$ cat src/rtl/gpu_host_pkg.sv
// Shared widths, read-tag type and data formatting helpers for the GPU RAM host port.
package gpu_host_pkg;

    localparam int HOST_ADDR_W = 20;
    localparam int HOST_DATA_W = 16;

    typedef struct packed {
        logic valid;
        logic is16;
    } host_tag_t;

    // 8-bit writes put the byte on both lanes so the RAM can pick either half.
    function automatic logic [HOST_DATA_W-1:0] format_wdata(input logic is16,
                                                            input logic [HOST_DATA_W-1:0] data);
        return is16 ? data : {data[7:0], data[7:0]};
    endfunction

    function automatic logic [HOST_DATA_W-1:0] format_rdata(input logic is16,
                                                            input logic [HOST_DATA_W-1:0] data);
        return is16 ? data : {8'h00, data[7:0]};
    endfunction

endpackage

$ cat src/rtl/host_rsp_fifo.sv
// First-word-fall-through response FIFO; head entry is visible whenever it is non-empty.
module host_rsp_fifo #(
    parameter int DEPTH = 4,
    parameter int WIDTH = 16
) (
    input  logic             clk,
    input  logic             reset_n,
    input  logic             push,
    input  logic [WIDTH-1:0] push_data,
    input  logic             pop,
    output logic [WIDTH-1:0] pop_data,
    output logic             not_empty
);

    localparam int PTR_W = (DEPTH > 1) ? $clog2(DEPTH) : 1;
    localparam int CNT_W = PTR_W + 1;
    localparam logic [CNT_W-1:0] FULL_COUNT = CNT_W'(DEPTH);

    logic [WIDTH-1:0] mem [DEPTH];
    logic [PTR_W-1:0] wr_ptr;
    logic [PTR_W-1:0] rd_ptr;
    logic [CNT_W-1:0] count;
    logic             do_pop;
    logic             full;

    assign not_empty = (count != '0);
    assign full      = (count == FULL_COUNT);
    assign do_pop    = pop && not_empty;
    assign pop_data  = mem[rd_ptr];

    // Pointers are power-of-two wide, so they wrap on their own.
    always_ff @(posedge clk or negedge reset_n) begin
        if (!reset_n) begin
            wr_ptr <= '0;
            rd_ptr <= '0;
            count  <= '0;
            for (int i = 0; i < DEPTH; i++) begin
                mem[i] <= '0;
            end
        end else begin
            if (push) begin
                mem[wr_ptr] <= push_data;
                wr_ptr      <= wr_ptr + PTR_W'(1);
            end
            if (do_pop) begin
                rd_ptr <= rd_ptr + PTR_W'(1);
            end
            case ({push, do_pop})
                2'b10:   count <= count + CNT_W'(1);
                2'b01:   count <= count - CNT_W'(1);
                default: count <= count;
            endcase
        end
    end

    // Credit flow control upstream must make overflow impossible.
    assert property (@(posedge clk) disable iff (!reset_n) !(push && full));

endmodule

$ cat src/rtl/host_mem_sequencer.sv
// Sequences host read/write requests onto the GPU RAM host port and returns read data in order.
module host_mem_sequencer
    import gpu_host_pkg::*;
#(
    parameter int READ_LATENCY = 2,
    parameter int RESP_DEPTH   = 4
) (
    input  logic                   clk,
    input  logic                   reset_n,
    input  logic                   req_valid,
    output logic                   req_ready,
    input  logic                   req_write,
    input  logic                   req_16bit,
    input  logic [HOST_ADDR_W-1:0] req_addr,
    input  logic [HOST_DATA_W-1:0] req_wdata,
    output logic                   rsp_valid,
    input  logic                   rsp_ready,
    output logic [HOST_DATA_W-1:0] rsp_data,
    output logic                   ram_wena,
    output logic                   ram_16bit,
    output logic [HOST_ADDR_W-1:0] ram_addr,
    output logic [HOST_DATA_W-1:0] ram_wdata,
    input  logic [HOST_DATA_W-1:0] ram_rdata,
    output logic [4:0]             outstanding
);

    localparam logic [4:0] CREDITS = 5'(RESP_DEPTH);

    logic                   accept;
    logic                   read_accept;
    logic                   pop;
    logic                   push;
    logic [HOST_DATA_W-1:0] push_data;
    logic [4:0]             outstanding_next;

    logic                   acc_valid;
    logic                   acc_write;
    logic                   acc_16bit;
    logic [HOST_ADDR_W-1:0] acc_addr;
    logic [HOST_DATA_W-1:0] acc_wdata;

    host_tag_t              ram_tag;
    host_tag_t              tag_sr [READ_LATENCY];

    assign accept      = req_valid && req_ready;
    assign read_accept = accept && !req_write;
    assign pop         = rsp_valid && rsp_ready;

    // Capture stage: the RAM port is driven one edge after acceptance.
    always_ff @(posedge clk or negedge reset_n) begin
        if (!reset_n) begin
            acc_valid <= 1'b0;
            acc_write <= 1'b0;
            acc_16bit <= 1'b0;
            acc_addr  <= '0;
            acc_wdata <= '0;
        end else begin
            acc_valid <= accept;
            if (accept) begin
                acc_write <= req_write;
                acc_16bit <= req_16bit;
                acc_addr  <= req_addr;
                acc_wdata <= format_wdata(req_16bit, req_wdata);
            end
        end
    end

    always_ff @(posedge clk or negedge reset_n) begin
        if (!reset_n) begin
            ram_wena  <= 1'b0;
            ram_16bit <= 1'b0;
            ram_addr  <= '0;
            ram_wdata <= '0;
            ram_tag   <= '0;
        end else begin
            ram_wena      <= acc_valid && acc_write;
            ram_tag.valid <= acc_valid && !acc_write;
            ram_tag.is16  <= acc_16bit;
            if (acc_valid) begin
                ram_16bit <= acc_16bit;
                ram_addr  <= acc_addr;
                ram_wdata <= acc_wdata;
            end
        end
    end

    // The last tag stage lines up with the cycle ram_rdata is valid.
    always_ff @(posedge clk or negedge reset_n) begin
        if (!reset_n) begin
            for (int i = 0; i < READ_LATENCY; i++) begin
                tag_sr[i] <= '0;
            end
        end else begin
            tag_sr[0] <= ram_tag;
            for (int i = 1; i < READ_LATENCY; i++) begin
                tag_sr[i] <= tag_sr[i-1];
            end
        end
    end

    assign push      = tag_sr[READ_LATENCY-1].valid;
    assign push_data = format_rdata(tag_sr[READ_LATENCY-1].is16, ram_rdata);

    always_comb begin
        outstanding_next = outstanding;
        if (read_accept && !pop) begin
            outstanding_next = outstanding + 5'd1;
        end else if (pop && !read_accept) begin
            outstanding_next = outstanding - 5'd1;
        end
    end

    // Ready tracks the post-update credit count so it never lags by a cycle.
    always_ff @(posedge clk or negedge reset_n) begin
        if (!reset_n) begin
            outstanding <= '0;
            req_ready   <= 1'b0;
        end else begin
            outstanding <= outstanding_next;
            req_ready   <= (outstanding_next < CREDITS);
        end
    end

    host_rsp_fifo #(
        .DEPTH(RESP_DEPTH),
        .WIDTH(HOST_DATA_W)
    ) u_rsp_fifo (
        .clk      (clk),
        .reset_n  (reset_n),
        .push     (push),
        .push_data(push_data),
        .pop      (rsp_ready),
        .pop_data (rsp_data),
        .not_empty(rsp_valid)
    );

endmodule

$ cat config.mk
export PLATFORM = sky130hd
export DESIGN_NAME = host_mem_sequencer
export DESIGN_NICKNAME = d
export VERILOG_FILES = /design/src/rtl/gpu_host_pkg.sv /design/src/rtl/host_rsp_fifo.sv /design/src/rtl/host_mem_sequencer.sv
export SDC_FILE = /design/constraint.sdc
export NUM_CORES = 1
export LEC_CHECK = 0
export ABC_AREA = 1
export ABC_CLOCK_PERIOD_IN_PS = 1900
export BUFFER_PORTS_ARGS = -buffer_cell sky130_fd_sc_hd__buf_4
export CAP_MARGIN = 0
export CORE_MARGIN = 3
export CORE_UTILIZATION = 41
export CTS_CLUSTER_DIAMETER = 30
export DETAILED_ROUTE_END_ITERATION = 10
export PLACE_DENSITY_LB_ADDON = 0.08
export SYNTH_ARGS = -nofsm -noshare
export SYNTH_HDL_FRONTEND = slang
export SYNTH_SLANG_ARGS = --single-unit
export TNS_END_PERCENT = 50
$ cat constraint.sdc
create_clock -name clk -period 1.9 [get_ports clk]
set_input_delay 0.38 -clock clk [delete_from_list [all_inputs] [get_ports clk]]
set_output_delay 0.38 -clock clk [all_outputs]
set_load 0.005 [all_outputs]
# ---- Word level (Yosys, flattened, before mapping)
# Cells that the tools add are included.
dict set report op_classes {
  add_sub_neg 6
  magnitude_cmp 4
  n_eq_ne 2
  n_mux 11
  bitwise 2
  reduce_logical 14
}
# op count
set op_table {}
lappend op_table {{16-bit 2-to-1 mux} 5}
lappend op_table {{64-bit bitwise mux} 1}
lappend op_table {{16-bit binary-select mux with 2-bit select} 1}
lappend op_table {{16-bit demux with 2-bit select} 1}
lappend op_table {{5-bit 2-to-1 mux} 2}
lappend op_table {{1-bit logical AND} 8}
lappend op_table {{3-bit greater-or-equal comparator (second input constant)} 2}
lappend op_table {{2-bit NOT with 3-bit output} 2}
lappend op_table {{3-bit one-hot mux with 2 select lines} 1}
lappend op_table {{5-bit by 1-bit adder with 5-bit output (second input constant)} 1}
lappend op_table {{5-bit by 3-bit less-than comparator with 1-bit output (second input constant)} 1}
lappend op_table {{5-bit by 1-bit subtractor with 5-bit output (second input constant)} 1}
lappend op_table {{2-bit by 1-bit adder with 2-bit output (second input constant)} 2}
lappend op_table {{1-bit zero test} 4}
lappend op_table {{3-bit by 1-bit adder with 3-bit output (second input constant)} 1}
lappend op_table {{3-bit by 1-bit less-than comparator with 1-bit output (second input constant)} 1}
lappend op_table {{3-bit nonzero test} 1}
lappend op_table {{3-bit by 1-bit subtractor with 3-bit output (second input constant)} 1}
lappend op_table {{2-bit by 1-bit equality test with 1-bit output (second input constant)} 1}
lappend op_table {{2-bit equality test (second input constant)} 1}
lappend op_table {{2-bit nonzero test} 1}
dict set report word_totals {
  reg_bits 160
  inputBits 58
  out_inout_bits 61
  wordCells 63
}

# ---- Depth between registers and ports, before layout
dict set report logic_depth {
  word_depth 7
  ltp_mapped 13
  depth_no_buf 13
}

# ---- Cells and area by module
# From an unflattened synthesis, not the netlist that was laid out.
dict set report unflattened {
  hier_cells 784
  area_unflattened_um2 6947.9
}
# mod instances cells_each area_each_um2 seq_area_each_um2
set modules_own_cells {}
lappend modules_own_cells {host_mem_sequencer 1 389 3558.4 2227.1}
lappend modules_own_cells {host_rsp_fifo 1 395 3389.5 1776.7}

# ---- Worst setup path before layout
# No wires, ideal clock.
dict set report synth_timing {
  kind {register -> register}
  from {reg u_rsp_fifo.count[0]}
  to {reg u_rsp_fifo.count[2]}
  setup_time_ns 0.127
  arrival_ns 1.575
  path_slack_ns 0.198
  stages_incl_launch_ff 11
  path_buffers 0
  path_cell_list {dfrtp_1 inv_2 nand3_2 nand2_1 inv_1 ha_1 inv_1 fa_1 a21oi_1 o21ai_1 xor2_1}
}
dict set report synth_via {
  elab_chain_cells 4
  elab_cells_between_ends 8
  cone_classes {add/sub (2); eq/ne (2); mux (1); reduce/logical (3)}
}
# item line_no
set synth_lines {}
lappend synth_lines {{from (decl)} host_rsp_fifo.sv:22} ;# logic [CNT_W-1:0] count;
lappend synth_lines {{from (signal assigned)} host_rsp_fifo.sv:49} ;# 2'b10: count <= count + CNT_W'(1);
lappend synth_lines {{from (signal assigned)} host_rsp_fifo.sv:50} ;# 2'b01: count <= count - CNT_W'(1);
lappend synth_lines {{from (signal assigned)} host_rsp_fifo.sv:51} ;# default: count <= count;
lappend synth_lines {{3-bit nonzero test (*)} host_rsp_fifo.sv:26} ;# assign not_empty = (count != '0);
lappend synth_lines {{net rsp_valid} host_mem_sequencer.sv:16} ;# output logic rsp_valid,
lappend synth_lines {{1-bit logical AND (*)} -}
lappend synth_lines {{net pop} host_mem_sequencer.sv:31} ;# logic pop;
lappend synth_lines {{2-bit by 1-bit equality test with 1-bit output / 2-bit equality test (equally long branches)} host_rsp_fifo.sv:48} ;# case ({push, do_pop})
lappend synth_lines {{3-bit one-hot mux with 2 select lines / 2-bit nonzero test (equally long branches)} -}
# The timed path passes the listed nets; every way through them passes the cells marked *.
# A chain may end at the register's enable or synchronous reset.

# ---- Worst setup path after layout
dict set report layout_timing {
  from {reg u_rsp_fifo.rd_ptr[0]}
  to {out rsp_data[1]}
}
dict set report layout_via {
  elab_chain_cells 4
}
# item line_no
set layout_lines {}
lappend layout_lines {{from (decl)} host_rsp_fifo.sv:21} ;# logic [PTR_W-1:0] rd_ptr;
lappend layout_lines {{from (signal assigned)} host_rsp_fifo.sv:46} ;# rd_ptr <= rd_ptr + PTR_W'(1);
lappend layout_lines {{2-bit NOT with 3-bit output (not written as such)} host_rsp_fifo.sv:29} ;# assign pop_data = mem[rd_ptr];
lappend layout_lines {{16-bit binary-select mux with 2-bit select} host_rsp_fifo.sv:29}
lappend layout_lines {{16-bit 2-to-1 mux (not written as such) (2 in a row)} host_rsp_fifo.sv:29}
lappend layout_lines {{to (decl)} host_mem_sequencer.sv:18} ;# output logic [HOST_DATA_W-1:0] rsp_data,
# Every way passes these cells. The select of a mux whose other input is x is not followed.

==> flow_summary.ini <==
[timing]
hold_ws_ns = 0.151
skew_ns = 0.00614
worstMarginPinSlew_ns = 0.680
slew_violations = 0
fmax_mhz = 527
finalCriticalPeriod_ns = 1.90
hold_viol_final = 0
layout_setup_ws_ns = 0.00180
rsz0062_at_grt = true
fin_crit_sh_pct = 99.9
finalSetupTns_ns = 0
maxSlewHeadroom_pct = 54.5
setup_viol = 0

[setup_path]
slowest_delay_ns = 0.45
cp-end-kind = primary output
cp_max_fo = 15
worstPathRequired_ns = 1.52
cp_cell_sequence = buf_8, o21ai_0, o22ai_2, buf_4
cp.arrival_ns = 1.52
crit_type = register to primary output
start_kind = register
critPathSlowestCell = dfrtp_2

[clock_tree]
clk_pin_slew_ns = 0.06
clock-sinks = 160
clk-insertion-delay-late_ns = 0.42
cts_buffers = 17
clock-root-buffer = clkbuf_16
htree_levels = 4
cts_tree = built
clock_path_buffers = 2

[drt]
ant_nets = 0
post_drt_wl_per_cell_um = 14.8
highest-signal-layer = met4
vias = 5311
wirelength_um = 16000
drtPass1Iterations = 5
wl_met2_um = 7990
routedLengthMet1_um = 6970
route.met3.wl_um = 896
post-route-drc-count = 0
viasPerCell = 4.90
drt_iter0_markers = 360

[synth]
synthTopCellsByArea = dfrtp_1 60%, nand2_1 16%, o21ai_1 7.7%
ys_seq_area_share_pct = 60.1
syn_nets = 808
yosys_most_used_dff = dfrtp_1
synth_area_um2 = 6660
synth-edff-count = 0
syn_inst = 740
synth_most_common_cell = nand2_1
yosysTopAreaCell = dfrtp_1
yosysUniqueCellTypes = 27
ys_warn_count = 0
async_reset_ff_share_pct = 100
netlist_top_cells_count = 281 x nand2_1, 160 x dfrtp_1, 102 x o21ai_1, 41 x nor2_1, 31 x inv_1
yosysTopAreaCellShare_pct = 60.1
avgSynthCellArea_um2 = 9.00
ys_seq_elements = 160

[job]
max_cap_viol_count = 0

[finish]
area.growth.synth_to_final_pct = 29.1
num_antenna_cells = 0
final_layout_size_suffix_gt1_share_pct = 24.1
fin_area_um2 = 8600
nets = 928
utilization_pct = 55.3

[status]
status = finished clean

[grt]
grt_usage_pct = 18.7
antenna_found_initial = 0
grt_pass1_wl_um = 26500
grt_start_max_net_pins = 55
gr-total-overflow = 0
grt_pass1_vias = 5291

[die]
dieArea_um2 = 17800
chipWidth_um = 133
rows = 45
start_util_pct = 42.9
ios = 119
core_area_um2 = 15500
die_h_um = 133

[place]
gp_congestion = 0.813
portBuffers = 118
preCtsSetupSlack_ns = 0.0872
dp_hpwl_um = 10200
dpl-instance-area_um2 = 7780

[min_path]
hold_path_class = input pin to register

[power]
p_leak_uw = 0.00447
ir_worst_vdd_mv = 0.873
p_per_area_nw_per_um2 = 1660
==> final timing paths <==
check / from / slack (ns) / cells past startpoint / to
setup / recovery: u_rsp_fifo.rd_ptr[0] / 0.002 / 4 / rsp_data[1]
hold reg to reg: tag_sr[3] / 0.35 / 0 / push
setup reg to reg: u_rsp_fifo.count[0] / 0.18 / 10 / u_rsp_fifo.count[2]
min in group asynchronous: reset_n / 0.47 / 2 / u_rsp_fifo.count[2]
hold / removal: req_addr[14] / 0.15 / 3 / acc_addr[14]
max in group asynchronous: reset_n / 0.80 / 3 / u_rsp_fifo.wr_ptr[1]
==> where the power goes <==
| part | internal (uW) | leakage, uW | switching (uW) |
|---|---|---|---|
| combinational | 2320 | 0.00230 | 2510 |
| clock | 2340 | 0.000309 | 1330 |
| sequential | 4860 | 0.00186 | 932 |
| total | 9520 | 0.00447 | 4770 |
==> flip-flops by register name, summed over array words and instances, names as in the netlist <==
register           flops
u_rsp_fifo.mem        64
acc_addr              20
ram_addr              20
acc_wdata             16
ram_wdata             16
outstanding            5
tag_sr                 3
u_rsp_fifo.count       3
ram_tag                2
u_rsp_fifo.rd_ptr      2
u_rsp_fifo.wr_ptr      2
acc_16bit              1
acc_valid              1
acc_write              1
push                   1
ram_16bit              1
ram_wena               1
req_ready              1
==> critical path, delay by kind of cell, from the launching register on <==
| family | cells | cell delay, ns |
|---|---|---|
| buffers and inverters | 2 | 0.31 |
| AO/OA/AOI/OAI | 2 | 0.35 |
| flip-flops | 1 | 0.45 |
==> layout by cell type, fill, tap and decap left out, drive strengths merged <==
cell / count
nand2: 289
dfrtp: 160
buf: 136
o21ai: 119
nor2: 44
inv: 42
clkbuf: 23
o22ai: 17
ha: 9
a21oi: 9
nand3: 5
bufinv: 4
clkinv: 4
nand4: 3
xor2: 3
clkinvlp: 2
o211ai: 1
xnor2: 1
fa: 1
dlygate4sd3: 1
==> cell families (layout without fill, tap and decap cells) <==
logic type,Yosys count,in the layout,synth area share (%)
DFF,160,160,60.1
xor gates and xnor gates,4,4,0.526
and+or+nand+nor,341,341,20.0
buffers and inverters,79,212,5.71
AOI/OAI and AO/OA,146,146,11.6
adders and majority gates,10,10,1.99
==> layout make-up <==
class,count,area (um^2)
clock buffer,23,488
clock inverter,9,154
fill,1454,6940
inverter,41,175
multi-input combinational,501,2320
sequential,160,4010
tap,211,264
timing repair buffer,137,1150
timing repair inverter,2,38.8
==> per-stage QoR <==
stage	std cells	total power (uW)
final	1084	14300
after global routing	1084	15300
after CTS	1082	14300
after detailed placement	1046	10300
after global placement	1046	10100
after floorplan	740	8250
==> routing by layer <==
metal  up-vias  GRT usage, %
met2       127          30.4
met4         0          5.83
met5         -             0
met1      2554          23.9
li1       2612             -
met3        18          6.00
==> repair_timing <==
item / in CTS / in global routing
gates resized for setup: 22 / 13
pin swaps: 5 / 6
setup buffers: 1 / 2
hold buffers: 1 / 0
setup endpoints to repair: 16 / 17
endpoints found under the hold margin: 43 / 0
gates cloned: 2 / 0
(Power assumes the default switching activity.)
